### config.mk
export PLATFORM = sky130hd
export DESIGN_NAME = mem_access_unit
export DESIGN_NICKNAME = d
export VERILOG_FILES = /design/src/rtl/mem_access_unit.sv
export SDC_FILE = /design/constraint.sdc
export NUM_CORES = 1
export LEC_CHECK = 0
export CORE_UTILIZATION = 45
export DETAILED_ROUTE_END_ITERATION = 10
export PLACE_DENSITY = 0.77
export SKIP_LAST_GASP = 1
export SLEW_MARGIN = 20
export SYNTH_ARGS = -nofsm -noshare
export SYNTH_HDL_FRONTEND = slang
export SYNTH_SLANG_ARGS = --single-unit
### constraint.sdc
create_clock -name clk -period 3.1 [get_ports clk]
set_input_delay 0.775 -clock clk [delete_from_list [all_inputs] [get_ports clk]]
set_output_delay 0.775 -clock clk [all_outputs]
set_load 0.01 [all_outputs]
### src/rtl/mem_access_unit.sv
// Memory stage: turns LOAD/STORE ops into a req/gnt/rvalid data-memory
// transaction and passes ALU results through for all other instruction types.
// Results leave through a single valid/ready slot toward writeback.
//
// state  | meaning
// -------+-------------------------------------------------------------
// IDLE   | no access in flight; may accept a new op when the slot frees
// REQ    | mem_req held high with stable address/enables until mem_gnt
// WAIT   | load granted; waiting for mem_rvalid
module mem_access_unit #(
    parameter int TIMEOUT = 255
) (
    input  logic        clk,
    input  logic        rst_n,
    input  logic        in_valid,
    output logic        in_ready,
    input  logic [2:0]  in_itype,
    input  logic [2:0]  in_funct3,
    input  logic [31:0] in_alu_out,
    input  logic [31:0] in_store_data,
    input  logic [4:0]  in_rd,
    output logic        mem_req,
    output logic        mem_we,
    output logic [31:0] mem_addr,
    output logic [3:0]  mem_be,
    output logic [31:0] mem_wdata,
    input  logic        mem_gnt,
    input  logic        mem_rvalid,
    input  logic [31:0] mem_rdata,
    output logic        out_valid,
    input  logic        out_ready,
    output logic [31:0] out_data,
    output logic [4:0]  out_rd,
    output logic        out_wb,
    output logic        out_err
);

    typedef enum logic [1:0] {
        S_IDLE = 2'd0,
        S_REQ  = 2'd1,
        S_WAIT = 2'd2
    } state_t;

    localparam logic [2:0]  IT_LOAD     = 3'b000;
    localparam logic [2:0]  IT_STORE    = 3'b010;
    localparam logic [2:0]  IT_RTYPE    = 3'b011;
    localparam logic [2:0]  IT_ITYPE    = 3'b001;
    localparam logic [16:0] TIMEOUT_LIM = 17'(TIMEOUT);

    state_t      state;
    state_t      state_nxt;

    logic [15:0] tmo_cnt;
    logic [16:0] tmo_inc;
    logic        tmo_hit;

    logic [31:0] addr_q;
    logic [2:0]  funct3_q;
    logic [4:0]  rd_q;
    logic        is_load_q;

    logic        accept;
    logic        is_load;
    logic        is_store;
    logic        f3_legal;
    logic        misaligned;
    logic        mem_legal;
    logic        mem_fault;
    logic [3:0]  be_calc;
    logic [31:0] wdata_calc;
    logic [31:0] lane;
    logic [31:0] load_val;
    logic        done_store;
    logic        done_load;
    logic        done_tmo;

    // State register
    always_ff @(posedge clk or negedge rst_n) begin
        if (!rst_n) begin
            state <= S_IDLE;
        end else begin
            state <= state_nxt;
        end
    end

    // Next-state logic; a grant or rvalid arriving on the limit cycle wins
    always_comb begin
        state_nxt = state;
        case (state)
            S_IDLE: begin
                if (accept && mem_legal) begin
                    state_nxt = S_REQ;
                end
            end
            S_REQ: begin
                if (mem_gnt) begin
                    state_nxt = is_load_q ? S_WAIT : S_IDLE;
                end else if (tmo_hit) begin
                    state_nxt = S_IDLE;
                end
            end
            S_WAIT: begin
                if (mem_rvalid || tmo_hit) begin
                    state_nxt = S_IDLE;
                end
            end
            default: state_nxt = S_IDLE;
        endcase
    end

    // FSM outputs: handshake and completion strobes
    always_comb begin
        in_ready   = (state == S_IDLE) && (!out_valid || out_ready);
        accept     = in_valid && in_ready;
        done_store = (state == S_REQ) && mem_gnt && !is_load_q;
        done_load  = (state == S_WAIT) && mem_rvalid;
        done_tmo   = ((state == S_REQ) && !mem_gnt && tmo_hit) ||
                     ((state == S_WAIT) && !mem_rvalid && tmo_hit);
    end

    // Decode the incoming op: legality, alignment, byte enables and write data
    always_comb begin
        is_load  = (in_itype == IT_LOAD);
        is_store = (in_itype == IT_STORE);
        f3_legal = 1'b0;
        if (is_load) begin
            f3_legal = (in_funct3 == 3'b000) || (in_funct3 == 3'b001) ||
                       (in_funct3 == 3'b010) || (in_funct3 == 3'b100) ||
                       (in_funct3 == 3'b101);
        end else if (is_store) begin
            f3_legal = (in_funct3 == 3'b000) || (in_funct3 == 3'b001) ||
                       (in_funct3 == 3'b010);
        end
        misaligned = ((in_funct3[1:0] == 2'b01) && in_alu_out[0]) ||
                     ((in_funct3[1:0] == 2'b10) && (in_alu_out[1:0] != 2'b00));
        mem_legal  = (is_load || is_store) && f3_legal && !misaligned;
        mem_fault  = (is_load || is_store) && !(f3_legal && !misaligned);

        be_calc    = 4'b1111;
        wdata_calc = in_store_data;
        if (is_store) begin
            case (in_funct3[1:0])
                2'b00: begin
                    be_calc    = 4'b0001 << in_alu_out[1:0];
                    wdata_calc = {4{in_store_data[7:0]}};
                end
                2'b01: begin
                    be_calc    = 4'b0011 << in_alu_out[1:0];
                    wdata_calc = {2{in_store_data[15:0]}};
                end
                default: begin
                    be_calc    = 4'b1111;
                    wdata_calc = in_store_data;
                end
            endcase
        end
    end

    // Load extraction: shift the addressed lane down, then size/sign-extend
    always_comb begin
        lane = mem_rdata >> {addr_q[1:0], 3'b000};
        case (funct3_q)
            3'b000:  load_val = {{24{lane[7]}}, lane[7:0]};
            3'b001:  load_val = {{16{lane[15]}}, lane[15:0]};
            3'b100:  load_val = {24'd0, lane[7:0]};
            3'b101:  load_val = {16'd0, lane[15:0]};
            default: load_val = lane;
        endcase
    end

    // Timeout counter; the incremented value is compared so the limit
    // equals the number of cycles spent in REQ+WAIT
    always_comb begin
        tmo_inc = {1'b0, tmo_cnt} + 17'd1;
        tmo_hit = (tmo_inc >= TIMEOUT_LIM);
    end

    // Timeout counter register
    always_ff @(posedge clk or negedge rst_n) begin
        if (!rst_n) begin
            tmo_cnt <= 16'd0;
        end else if (accept) begin
            tmo_cnt <= 16'd0;
        end else if ((state == S_REQ) || (state == S_WAIT)) begin
            tmo_cnt <= tmo_inc[15:0];
        end
    end

    // Capture the accepted memory op for extraction and fault reporting
    always_ff @(posedge clk or negedge rst_n) begin
        if (!rst_n) begin
            addr_q    <= 32'd0;
            funct3_q  <= 3'd0;
            rd_q      <= 5'd0;
            is_load_q <= 1'b0;
        end else if (accept && mem_legal) begin
            addr_q    <= in_alu_out;
            funct3_q  <= in_funct3;
            rd_q      <= in_rd;
            is_load_q <= is_load;
        end
    end

    // Memory request channel; address/enables/data stay put until the grant
    always_ff @(posedge clk or negedge rst_n) begin
        if (!rst_n) begin
            mem_req   <= 1'b0;
            mem_we    <= 1'b0;
            mem_addr  <= 32'd0;
            mem_be    <= 4'd0;
            mem_wdata <= 32'd0;
        end else if (accept && mem_legal) begin
            mem_req   <= 1'b1;
            mem_we    <= is_store;
            mem_addr  <= {in_alu_out[31:2], 2'b00};
            mem_be    <= be_calc;
            mem_wdata <= wdata_calc;
        end else if ((state == S_REQ) && (mem_gnt || tmo_hit)) begin
            mem_req <= 1'b0;
        end
    end

    // Output slot toward writeback: load on a new result, else drain on ready
    always_ff @(posedge clk or negedge rst_n) begin
        if (!rst_n) begin
            out_valid <= 1'b0;
            out_data  <= 32'd0;
            out_rd    <= 5'd0;
            out_wb    <= 1'b0;
            out_err   <= 1'b0;
        end else if (accept && !mem_legal) begin
            out_valid <= 1'b1;
            out_data  <= in_alu_out;
            out_rd    <= in_rd;
            out_wb    <= (in_itype == IT_RTYPE) || (in_itype == IT_ITYPE);
            out_err   <= mem_fault;
        end else if (done_store) begin
            out_valid <= 1'b1;
            out_data  <= 32'd0;
            out_rd    <= rd_q;
            out_wb    <= 1'b0;
            out_err   <= 1'b0;
        end else if (done_load) begin
            out_valid <= 1'b1;
            out_data  <= load_val;
            out_rd    <= rd_q;
            out_wb    <= 1'b1;
            out_err   <= 1'b0;
        end else if (done_tmo) begin
            out_valid <= 1'b1;
            out_data  <= addr_q;
            out_rd    <= rd_q;
            out_wb    <= 1'b0;
            out_err   <= 1'b1;
        end else if (out_ready) begin
            out_valid <= 1'b0;
        end
    end

endmodule
==> summary.txt <==
Power and ir drop
  • Flop pwr share: 33.7%
  • Clk pwr share: 23.0%
  • Leak: 4.58 nW
  • Comb pwr share: 43.3%
  • Switching portion of total power: 34.8%
  • Switching Power: between 3 and 4 mW
  • Internal: 5.89 mW
  • VDD IR max: 0.487 mV
  • Power Density: 870 nW/um^2

Cells and area
  • Layout fillers: 1297
  • Finished Core Util: 64.7%
  • Ratio of cells with drive above 1 in the final layout: about 10%
  • # diodes: 0
  • Layout area overhead: 39.0%
  • Fin nets: 1137

CTS
  • CTS clk-pin slew, worst paths: 0.06 ns
  • Root buffer cell: clkbuf_16
  • H-tree lvl count: 4
  • Postcts setup bufs: 0
  • Worst-skew pair later-pin latency: roughly 0.42 ns
  • CTS tree: built
  • Clock Sinks: 137
  • Hold-fix buffers, CTS: 0
  • Post-CTS sizing: 0
  • Clk buf depth: 2
  • Clock buffer count from CTS: 17

Detailed routing
  • Drt via density: about 5.5
  • DRC viols: 0
  • Final ANT Viol Nets: 0
  • Post-detailed-route wirelength per cell: roughly 18 um
  • Drt first pass iters: 6
  • Iter 0 DRT Violations: 503
  • Via Count: ~7k
  • Drt total wl: 22400 um

Worst setup path
  • CP peak stage delay: 0.54 ns
  • Endpoint class of the critical path: output pin
  • Reg2Reg Setup Slack: 0.37 ns
  • Worst path buffer plus inverter count: 2
  • Largest fanout on the critical path: 3
  • CP top delay family: buffers and inverters
  • CP most frequent cell: clkdlybuf4s50_1
  • CP Class: in2out
  • Cells along the critical path: clkdlybuf4s50_1, nand2b_1, and2_1, clkdlybuf4s50_1
  • CP required: 2.32 ns
  • CP max-delay cell: clkdlybuf4s50_1
  • Worst EP arrival: 2.08 ns
  • Crit path launch type: input pin

Synthesis
  • Mux contribution to synthesized area: 12.1%
  • Simple-gate portion of the synthesized area: around a fifth
  • Synth top cells by count: nand2_1 (222), dfrtp_1 (137), o21ai_0 (67)
  • Cell variety after synth: 51
  • Post-synthesis compound-gate area fraction: 13.4%
  • Synth Register Bits: 137
  • Sequential fraction of the synthesis area: 45.9%
  • Post-synthesis xor/xnor area fraction: 1.99%
  • Mapped Area: 7480 sq um
  • Yosys warnings: 0
  • Syn Area/Cell: slightly below 9 sq um
  • Synth area leader: dfrtp_1
  • Async S/R FF share, synth: 100%
  • Largest family of logic cells by synthesized area: simple AND/OR/NAND/NOR gates
  • Adder-cell share of the synthesized area: 0.837%
  • Synth area leaders: dfrtp_1 (46%), nand2_1 (11%), mux2i_1 (5.9%)
  • Cells after synthesis: 837
  • Leading register cell type out of synthesis: dfrtp_1
  • EDFF count, synth: 0
  • Area share of the largest cell type after synthesis: ~46%
  • Most common cell in the netlist: nand2_1

STA
  • Final setup skew: between 0.007 and 0.008 ns
  • Setup_tns: 0 ns
  • Final setup viols: 0
  • Worst-Margin Slew: 0.878 ns
  • RSZ-0062 raised after global routing: no
  • Final Slew Violations: 0
  • Fmax: 350 MHz
  • Fin. Hold Viols: 0
  • Max-slew headroom: 40.8%
  • Fin crit share: 92.2%
  • Tmin final: 2.86 ns

GRT
  • Initial antenna violation count: 0
  • First-pass GRT wire length: 34800 um
  • All-Layer GR Usage: 27.0%
  • Vias in the first global route: 6549
  • Largest net degree at the start of global routing: 65
  • Remaining Overflow, GRT: 0

Die
  • Die X: 131 um
  • Initial core utilization: 46.6%
  • Die Footprint: 17100 sq um
  • Row count: 46
  • Die Height: 131 um
  • Core Region: 16100 sq um
  • # IOs: 224

Min path
  • Worst min path class: in2async

Placement
  • Post-DP HPWL: 16200 um
  • Port-buffer cells: 221
  • GPL Wtd Cong: 0.895

Outcome
  • Status: complete, no violations

Flow run
  • MaxCap Viol Count: 0
## layout by cell type (no fill, tap or decap), types with 6 or more instances in the layout
cell / n
nand2_1: 222
a21boi_0: 8
a221o_1: 9
buf_4: 23
a21oi_1: 29
inv_1: 7
nor2_1: 49
nor3_1: 6
clkinvlp_4: 6
xnor2_1: 8
or3_1: 6
dfrtp_1: 137
nand3_1: 8
nand4_1: 7
clkdlybuf4s50_1: 220
a211oi_1: 17
xor2_1: 9
and3_1: 10
o22ai_1: 16
mux2i_1: 44
mux2_2: 36
o21ai_0: 67
nor2b_1: 8
clkbuf_16: 17
## layout make-up
class	instances	area (sq um)	share of cell area, %
flip-flops and latches	137	3430	33.0
clock buffers	19	453	4.36
clock inverters	12	150	1.45
repair buffers	249	2490	23.9
inverters	7	26.3	0.253
well taps	216	270	2.60
multi-input cells	607	3580	34.4
## cells by family (layout without fill, tap and decap cells)
| logic type | after synthesis | after routing |
|---|---|---|
| adder cells (fa/ha/maj) | 5 | 5 |
| other | 1 | 2 |
| buffers and inverters | 94 | 287 |
| multiplexers | 84 | 84 |
| AO/OA/AOI/OAI | 165 | 165 |
| AND/OR/NAND/NOR | 334 | 334 |
| XOR/XNOR | 17 | 17 |
| flip-flops | 137 | 137 |
## layer usage
metal	wire (um)	global-route usage, %	up-vias
met5	0	0	-
met4	932	14.5	0
met1	9650	36.7	3303
met2	10300	40.6	276
li1	-	-	3204
met3	1470	5.50	75
## power groups by stage
stage               Combinational, mW  Sequential (mW)  Clock, mW
floorplan                        2.04             3.09          0
global placement                 3.81             3.04          0
detailed placement               3.89             3.05          0
CTS                              3.92             3.04       2.11
global route                     4.23             3.13       2.19
finish                           3.91             3.05       2.08
## through the flow
step / area (sq um) / total power, mW / hold slack (ns) / std cells / worst slack [ns]
after floorplan: 7480 / 5.12 / 0.446 / 838 / 0.587
after global placement: 9790 / 6.84 / 0.459 / 1216 / 0.0777
after detailed placement: 9790 / 6.95 / 0.462 / 1216 / 0.0534
after CTS: 10400 / 9.08 / 0.350 / 1247 / 0.230
after global routing: 10400 / 9.55 / 0.386 / 1247 / 0.157
final: 10400 / 9.03 / 0.334 / 1247 / 0.240
## worst paths after layout
check | endpoint | cells after the start | from
min in group clk | rd_q[2]$_DFFE_PN0P_ | 2 | rd_q[2]$_DFFE_PN0P_
min | addr_q[11]$_DFFE_PN0P_ | 1 | rst_n
max in group asynchronous | funct3_q[1]$_DFFE_PN0P_ | 2 | rst_n
max | in_ready | 4 | out_ready
max reg2reg | out_data[5]$_DFFE_PN0P_ | 9 | tmo_cnt[0]$_DFFE_PN0P_
min reg2reg | rd_q[2]$_DFFE_PN0P_ | 2 | rd_q[2]$_DFFE_PN0P_
## registers in the layout, summed over array words and instances, names as in the netlist
register   count
out_valid      1
mem_we         1
rd_q           5
mem_be         4
mem_req        1
state          2
addr_q        32
tmo_cnt       16
funct3_q       3
is_load_q      1
out_data      32
out_err        1
out_rd         5
out_wb         1
mem_wdata     32
Note: power is estimated with default switching activity, not from simulation.
